<file path="config.mk">
export PLATFORM = sky130hd
export DESIGN_NAME = torus_inject_arbiter
export DESIGN_NICKNAME = d
export VERILOG_FILES = /design/src/rtl/torus_inject_arbiter.sv
export SDC_FILE = /design/constraint.sdc
export NUM_CORES = 1
export LEC_CHECK = 0
export BUFFER_PORTS_ARGS = -buffer_cell sky130_fd_sc_hd__clkbuf_2
export CORE_UTILIZATION = 40
export DETAILED_ROUTE_END_ITERATION = 8
export PLACE_DENSITY = 0.66
export REMOVE_ABC_BUFFERS = 1
export SYNTH_ARGS = -nofsm -noshare
export SYNTH_HDL_FRONTEND = slang
export SYNTH_SLANG_ARGS = --single-unit
</file>
<file path="constraint.sdc">
create_clock -name clk -period 3.1 [get_ports clk]
set_input_delay 0.31 -clock clk [delete_from_list [all_inputs] [get_ports clk]]
set_output_delay 0.31 -clock clk [all_outputs]
set_load 0.005 [all_outputs]
</file>
<file path="src/rtl/torus_inject_arbiter.sv">
// Round-robin injection arbiter: N_REQ one-entry holding slots share one torus switch
// client port, with starvation flag and a running injected-packet count.
module torus_inject_arbiter #(
   parameter int X_W        = 2,
   parameter int Y_W        = 2,
   parameter int D_W        = 32,
   parameter int N_REQ      = 4,
   parameter int STARVE_MAX = 15,
   parameter int CNT_W      = 16
) (
   input  logic                       clk,
   input  logic                       rst,
   input  logic [N_REQ-1:0]           req_v,
   input  logic [N_REQ*X_W-1:0]       req_x,
   input  logic [N_REQ*Y_W-1:0]       req_y,
   input  logic [N_REQ*D_W-1:0]       req_data,
   output logic [N_REQ-1:0]           req_rdy,
   output logic                       i_v,
   output logic [X_W-1:0]             i_x,
   output logic [Y_W-1:0]             i_y,
   output logic [D_W-1:0]             i_data,
   input  logic                       i_ack,
   output logic [$clog2(N_REQ)-1:0]   grant_id,
   output logic                       starve,
   output logic [CNT_W-1:0]           inj_count
);

   localparam int IDX_W = $clog2(N_REQ);
   localparam int SC_W  = $clog2(STARVE_MAX + 1);

   typedef enum logic {IDLE, OFFER} state_t;

   state_t               state_q;
   logic [N_REQ-1:0]     hold_v_q;
   logic [X_W-1:0]       hold_x_q    [N_REQ];
   logic [Y_W-1:0]       hold_y_q    [N_REQ];
   logic [D_W-1:0]       hold_data_q [N_REQ];
   logic [IDX_W-1:0]     ptr_q, cur_q, cur_inc;
   logic [SC_W-1:0]      starve_cnt_q;
   logic [CNT_W-1:0]     inj_count_q;
   logic                 offer, drain;
   logic [IDX_W:0]       pick_idle, pick_ack;
   logic [N_REQ-1:0]     ack_mask;

   // Returns {found, index} of the first set mask bit scanning start, start+1, ... with wrap.
   function automatic logic [IDX_W:0] rr_pick(input logic [N_REQ-1:0] mask,
                                              input logic [IDX_W-1:0] start);
      logic [IDX_W:0] res;
      int j;
      res = '0;
      for (int i = 0; i < N_REQ; i++) begin
         j = int'(start) + i;
         if (j >= N_REQ) j = j - N_REQ;
         if (!res[IDX_W] && mask[j]) res = {1'b1, IDX_W'(j)};
      end
      return res;
   endfunction

   assign offer    = (state_q == OFFER);
   assign drain    = offer & i_ack;
   assign cur_inc  = (cur_q == IDX_W'(N_REQ - 1)) ? '0 : cur_q + 1'b1;
   assign ack_mask = hold_v_q & ~(N_REQ'(1) << cur_q);
   assign pick_idle = rr_pick(hold_v_q, ptr_q);
   assign pick_ack  = rr_pick(ack_mask, cur_inc);

   assign i_v       = offer;
   assign i_x       = offer ? hold_x_q[cur_q]    : '0;
   assign i_y       = offer ? hold_y_q[cur_q]    : '0;
   assign i_data    = offer ? hold_data_q[cur_q] : '0;
   assign grant_id  = cur_q;
   assign starve    = (starve_cnt_q == SC_W'(STARVE_MAX));
   assign inj_count = inj_count_q;

   genvar gi;
   generate
      for (gi = 0; gi < N_REQ; gi++) begin : g_slot
         logic drain_k, load_k;
         assign drain_k     = drain & (cur_q == IDX_W'(gi));
         assign req_rdy[gi] = ~hold_v_q[gi] | drain_k;
         assign load_k      = req_v[gi] & req_rdy[gi];

         always_ff @(posedge clk or negedge rst) begin
            if (!rst) begin
               hold_v_q[gi] <= 1'b0;
            end else if (load_k) begin
               hold_v_q[gi] <= 1'b1;
            end else if (drain_k) begin
               hold_v_q[gi] <= 1'b0;
            end
         end

         // Payload needs no reset: it is only visible while its valid bit is set.
         always_ff @(posedge clk) begin
            if (load_k) begin
               hold_x_q[gi]    <= req_x[gi*X_W +: X_W];
               hold_y_q[gi]    <= req_y[gi*Y_W +: Y_W];
               hold_data_q[gi] <= req_data[gi*D_W +: D_W];
            end
         end
      end
   endgenerate

   always_ff @(posedge clk or negedge rst) begin
      if (!rst) begin
         state_q      <= IDLE;
         ptr_q        <= '0;
         cur_q        <= '0;
         starve_cnt_q <= '0;
         inj_count_q  <= '0;
      end else begin
         case (state_q)
            IDLE: begin
               starve_cnt_q <= '0;
               if (pick_idle[IDX_W]) begin
                  cur_q   <= pick_idle[IDX_W-1:0];
                  state_q <= OFFER;
               end
            end
            OFFER: begin
               if (i_ack) begin
                  inj_count_q  <= inj_count_q + 1'b1;
                  ptr_q        <= cur_inc;
                  starve_cnt_q <= '0;
                  // The just-drained slot is masked, so a same-cycle refill waits its turn.
                  if (pick_ack[IDX_W]) cur_q <= pick_ack[IDX_W-1:0];
                  else                 state_q <= IDLE;
               end else if (!starve) begin
                  starve_cnt_q <= starve_cnt_q + 1'b1;
               end
            end
            default: state_q <= IDLE;
         endcase
      end
   end

endmodule

</file>
* Word level (Yosys, flattened, before mapping)
Memory sizes are Yosys's and may differ from the RTL's.
Cells that the tools add are included.
** Word-level totals
- Flip-flop bits (word level) :: 29
- Bits in latches :: 0
- Bits in writable memories :: 144
- Bits in read-only memories :: 0
- Input bits :: 151
- Output and inout port bits :: 60
- Word-level logic and storage cells :: 164
- Memories kept :: 3
** Memories
- hold_data_q :: words 4, width 32, read ports 1, clocked after memory_dff 0, wr ports 4, line 37 : logic [D_W-1:0] hold_data_q [N_REQ];
- hold_x_q :: words 4, width 2, read ports 1, clocked after memory_dff 0, wr ports 4, line 35 : logic [X_W-1:0] hold_x_q [N_REQ];
- hold_y_q :: words 4, width 2, read ports 1, clocked after memory_dff 0, wr ports 4, line 36 : logic [Y_W-1:0] hold_y_q [N_REQ];
** Operators by class
- $add $sub $neg :: 17
- Multipliers :: 0
- Div/mod/pow operators :: 0
- Magnitude comparators :: 16
- Equal/unequal tests :: 8
- Shift-type cells :: 1
- Muxes and demuxes :: 71
- Bitwise operators :: 20
- Reductions and logical operators :: 19
** Operators by type and width (count)
- $mux W32 :: 9
- $lt A32 B4 Y1 const B :: 8
- $mux W1 :: 35
- $mux W3 :: 8
- $sub A3 B3 Y4 const B :: 6
- $ge A3 B3 Y1 const B :: 6
- $add A16 B1 Y16 const B :: 1
- $bmux W1 S2 :: 8
- $add A2 B2 Y3 const B :: 4
- $mux W2 :: 6
- $and A1 B1 Y1 :: 9
- $mux W4 :: 2
- $pmux W4 S2 :: 1
- $reduce_bool A2 Y1 :: 4
- $sub A2 B3 Y4 const B :: 2
- $add A2 B1 Y3 const B :: 2
- $ge A2 B3 Y1 const B :: 2
- $logic_and A1 B1 Y1 :: 6
- $logic_not A1 Y1 :: 6
- $not A1 Y1 :: 5
- $add A4 B1 Y4 const B :: 1
- $and A4 B4 Y4 :: 1
- $eq A2 B2 Y1 const B :: 2
- $eq A4 B4 Y1 const B :: 1
- other kinds (13) :: 17

* Depth between registers and ports, before layout
- Depth after elaboration :: 20
- Mapped depth :: 9
- Gate-level depth less buffers :: 7

* Least setup slack after synthesis
Ideal clock, no wire load.
- Path kind :: flip-flop to flip-flop
- Start :: register cur_q[1], in the netlist grant_id[1]
- End :: memory hold_data_q[0][0], enable pin
- Setup time :: 0.397 ns
- Arrival time :: 2.205 ns
- Data required time :: 2.703 ns
- Path slack :: 0.498 ns
- Stages on the path, launching flop included :: 8
- Buffers on the path :: 2
- Period minus slack after synthesis :: 2.602 ns
- Cell sequence :: dfrtp_1 -> buf_2 -> buf_1 -> inv_1 -> ha_1 -> nand2_1 -> nand2_1 -> and2_1
** RTL lines
- start: declaration :: line 38 : logic [IDX_W-1:0] ptr_q, cur_q, cur_inc;
- start signal: assignment :: line 115 : cur_q <= pick_idle[IDX_W-1:0];
- start signal: assignment :: line 125 : if (pick_ack[IDX_W]) cur_q <= pick_ack[IDX_W-1:0];
- end: declaration :: line 37

* Worst setup path after layout
- Start :: register cur_q[0], in the netlist grant_id[0]
- End :: register cur_q[1], in the netlist grant_id[1]
** Between the ends
- Cells in the longest elaborated chain, start to end :: 20
- Elaborated cells on any way between the ends :: 48
- Those cells by class :: add/sub (8); order compare (4); eq/ne (2); shift (1); mux (24); bitwise (2); reduce/logical (7)
** Ends and longest elaborated chain
- parallel branches: the longest is 16 deep, another holds $sub A3 B3 Y4
- $mux W3 * :: line 54 : if (!res[IDX_W] && mask[j]) res = {1'b1, IDX_W'(j)};
- $mux W2 :: line 125
- $mux W2 :: line 120 : if (i_ack) begin
- $pmux W2 S2 :: line 111 : case (state_q)
Every way passes the cells marked *. The select of a mux whose other input is x is not followed.
A chain may end at the register's enable or synchronous reset.

==> out/qor.yml <==
cts_setup_buffers: 0
multiInputGateArea_mm2: 0.00195
synth-seq-cells: 173
skew_ns: 0.00792
crit_path_max_incr_delay_ns: 0.61
vdd.ir_drop.worst_mv: 0.455
ff2ff_path_depth: 7
tritoncts: "yes"
hold_violations: 0
max-slew-margin-rel_pct: 49.7
fin_crit_sh_pct: 86.3
synth_area_leaders: "edfxtp_1, mux4_2, dfrtp_1"
cts_made_buffers: 17
cp_data_arrival_time_ns: 2.97
synth_edf_count: 144
avgViaCountPerCell: 5.11
rsz0062_at_grt: "no"
fmax_mhz: 374
coreArea_mm2: 0.0174
final_nets: 778
port_buffers: 210
grt_use_total_pct: 19.8
crit_type: "reg -> reg"
power.leakage_uw: 0.00356
ant_nets: 0
r2r_end: "grant_id[1]"
drc: 0
die_w_um: 135
powerDensity_mw_per_mm2: 848
synthArstFlopShare_pct: 16.8
yosys_most_used_dff: "edfxtp_1"
nFillCells: 1458
hold_class: "in -> reg"
status: "finished clean"
antenna_found_initial: 0
mostFrequentLayoutCells: "clkbuf_2, edfxtp_1, mux4_2, and2_1, dfrtp_1"
crit_end: "grant_id[1]"
drt-pass1-iter-count: 4
timing.hold.ws_ns: 0.0604
cp-startpoint: "grant_id[0]"
gp_congestion: 0.823
maxCapViolations: 0
diodes: 0
synth_top_cell_by_area: "edfxtp_1"
h-tree-depth: 4
ios: 211
fin_util_pct: 51.9
r2r_slack_ns: 0.43
cp_cell_sequence: "buf_4, ha_1, nor2b_1, nor4_1, o21ai_0, and2_4, mux2_4"
worstPathRequired_ns: 3.40
setup-tns-final_ns: 0
area_growth_pct: 26.5
final_common_cell: "clkbuf_2"
critPathLaunchType: "flop"
wl_per_cell_um: 19.8
wl_mm: 17.0
ys_seq_area_share_pct: 70.9
cts_resized: 0
drv_slew: 0
dp_hpwl_mm: 11.9
tightest_slew_ns: 0.755
rows: 48
layout-drive-gt1-share_pct: 47.5
grt_max_degree: 48
grt_pass1_vias: 4672
drt_iter0_drc: 229
cts.sinks: 173
syn_inst: 401
post-route-min-period_ns: 2.67
clockBufferDepth: 2
grt_pass1_wl_mm: 26.0
grt_overflow_total: 0
synth.distinct_cells: 48
total_power_uw: 7640
initial_core_util_pct: 41.0
synth_warnings: 0
via_count: 4391
pre_cts_slack_ns: 0.484
setup_viol: 0
dieArea_mm2: 0.0183
critPathMaxFanout: 19
path_clk_slew_ns: 0.07
clk-insertion-delay-late_ns: 0.42
worst_path_max_delay_cell: "dfrtp_2"
fin_ws_ns: 0.425
critPathCaptureType: "flop"
syn_area_per_cell_um2: 17.8
register_area_mm2: 0.00505
syn-cell-area_mm2: 0.00712
clock-root-buffer: "clkbuf_16"
r2r-start: "grant_id[0]"
yosysTopAreaCellShare_pct: 60.7
die_h_um: 135
[cell families (layout without fill, tap and decap cells)]
logic type	Yosys count	after routing	share of synthesized area [%]
mux	41	41	12.4
fa+ha+maj	6	6	1.05
simple gates	115	115	9.29
compound gates	26	26	2.69
xor+xnor	16	16	1.97
buf+inv	24	257	1.74
flops	173	173	70.9
[where the power goes]
part | internal [uW] | switching (uW)
registers | 2950 | 288
logic | 1250 | 1160
clock network | 1110 | 876
[Yosys cell counts (all sizes together), types with 2 or more instances]
cell type,count
nor2b,7
clkbuf,7
nand3,6
mux2,3
ha,6
mux4,37
o211ai,4
and3,3
a31oi,2
nand4,4
inv,5
dfrtp,29
nor2,10
nand2b,9
xor2,3
and2,42
nor4,2
a21oi,4
buf,12
a2111o,2
a21o,2
nand2,19
o21ai,5
nor3,8
xnor2,13
edfxtp,144
[critical path: cells and delay by family, from the launching register on]
family | cells | cell delay [ns]
adder cells (fa/ha/maj) | 1 | 0.33
flip-flops | 1 | 0.61
buffers and inverters | 1 | 0.40
AND/OR/NAND/NOR | 3 | 0.70
multiplexers | 1 | 0.29
AO/OA/AOI/OAI | 1 | 0.20
[how the worst min path moves through the flow]
stage                  start                 to  slack [ns]  depth (start not counted)
3_5_place_dp             rst    starve_cnt_q[0]        0.42                          1
2_1_floorplan            rst        grant_id[0]        0.01                          0
5_1_grt        req_data[102]  hold_data_q[3][6]        0.04                          1
3_3_place_gp             rst    starve_cnt_q[3]        0.40                          1
4_1_cts         req_data[73]  hold_data_q[2][9]        0.04                          1
6_report       req_data[102]  hold_data_q[3][6]        0.06                          1
[timing repair]
item                                   4_1_cts  5_1_grt
endpoints found under the hold margin       29        0
setup endpoints to repair                    0        0
hold buffers                                 1        0
[stage by stage]
step                      cell area [um2]  instances
after floorplan                      7020        382
after global placement               8450        826
after detailed placement             8450        826
after CTS                            9010        859
after global routing                 9010        859
final                                9010        859
[sequential cells by signal, indices dropped and copies added, names as in the netlist]
signal / flops
grant_id: 2
ptr_q: 2
inj_count: 16
hold_v_q: 4
starve_cnt_q: 4
i_v: 1
hold_y_q: 8
hold_x_q: 8
hold_data_q: 128
[metal layers]
| metal | global-route usage (%) | up-vias | part of all wire (%) |
|---|---|---|---|
| met5 | 0 | - | 0 |
| met4 | 6.93 | 0 | 1.6 |
| met3 | 6.70 | 21 | 8.5 |
| met2 | 33.0 | 197 | 49 |
| met1 | 24.0 | 2192 | 41 |
| li1 | - | 1981 | - |
[final cells by class]
cell class              instances  share of cell area, %
clock inverters                13                   1.26
well taps                     225                   3.13
clock buffers                  19                   4.81
inverters                       5                  0.208
flip-flops and latches        173                   56.1
repair buffers                220                   12.8
multi-input cells             204                   21.7
(Power assumes the default switching activity.)
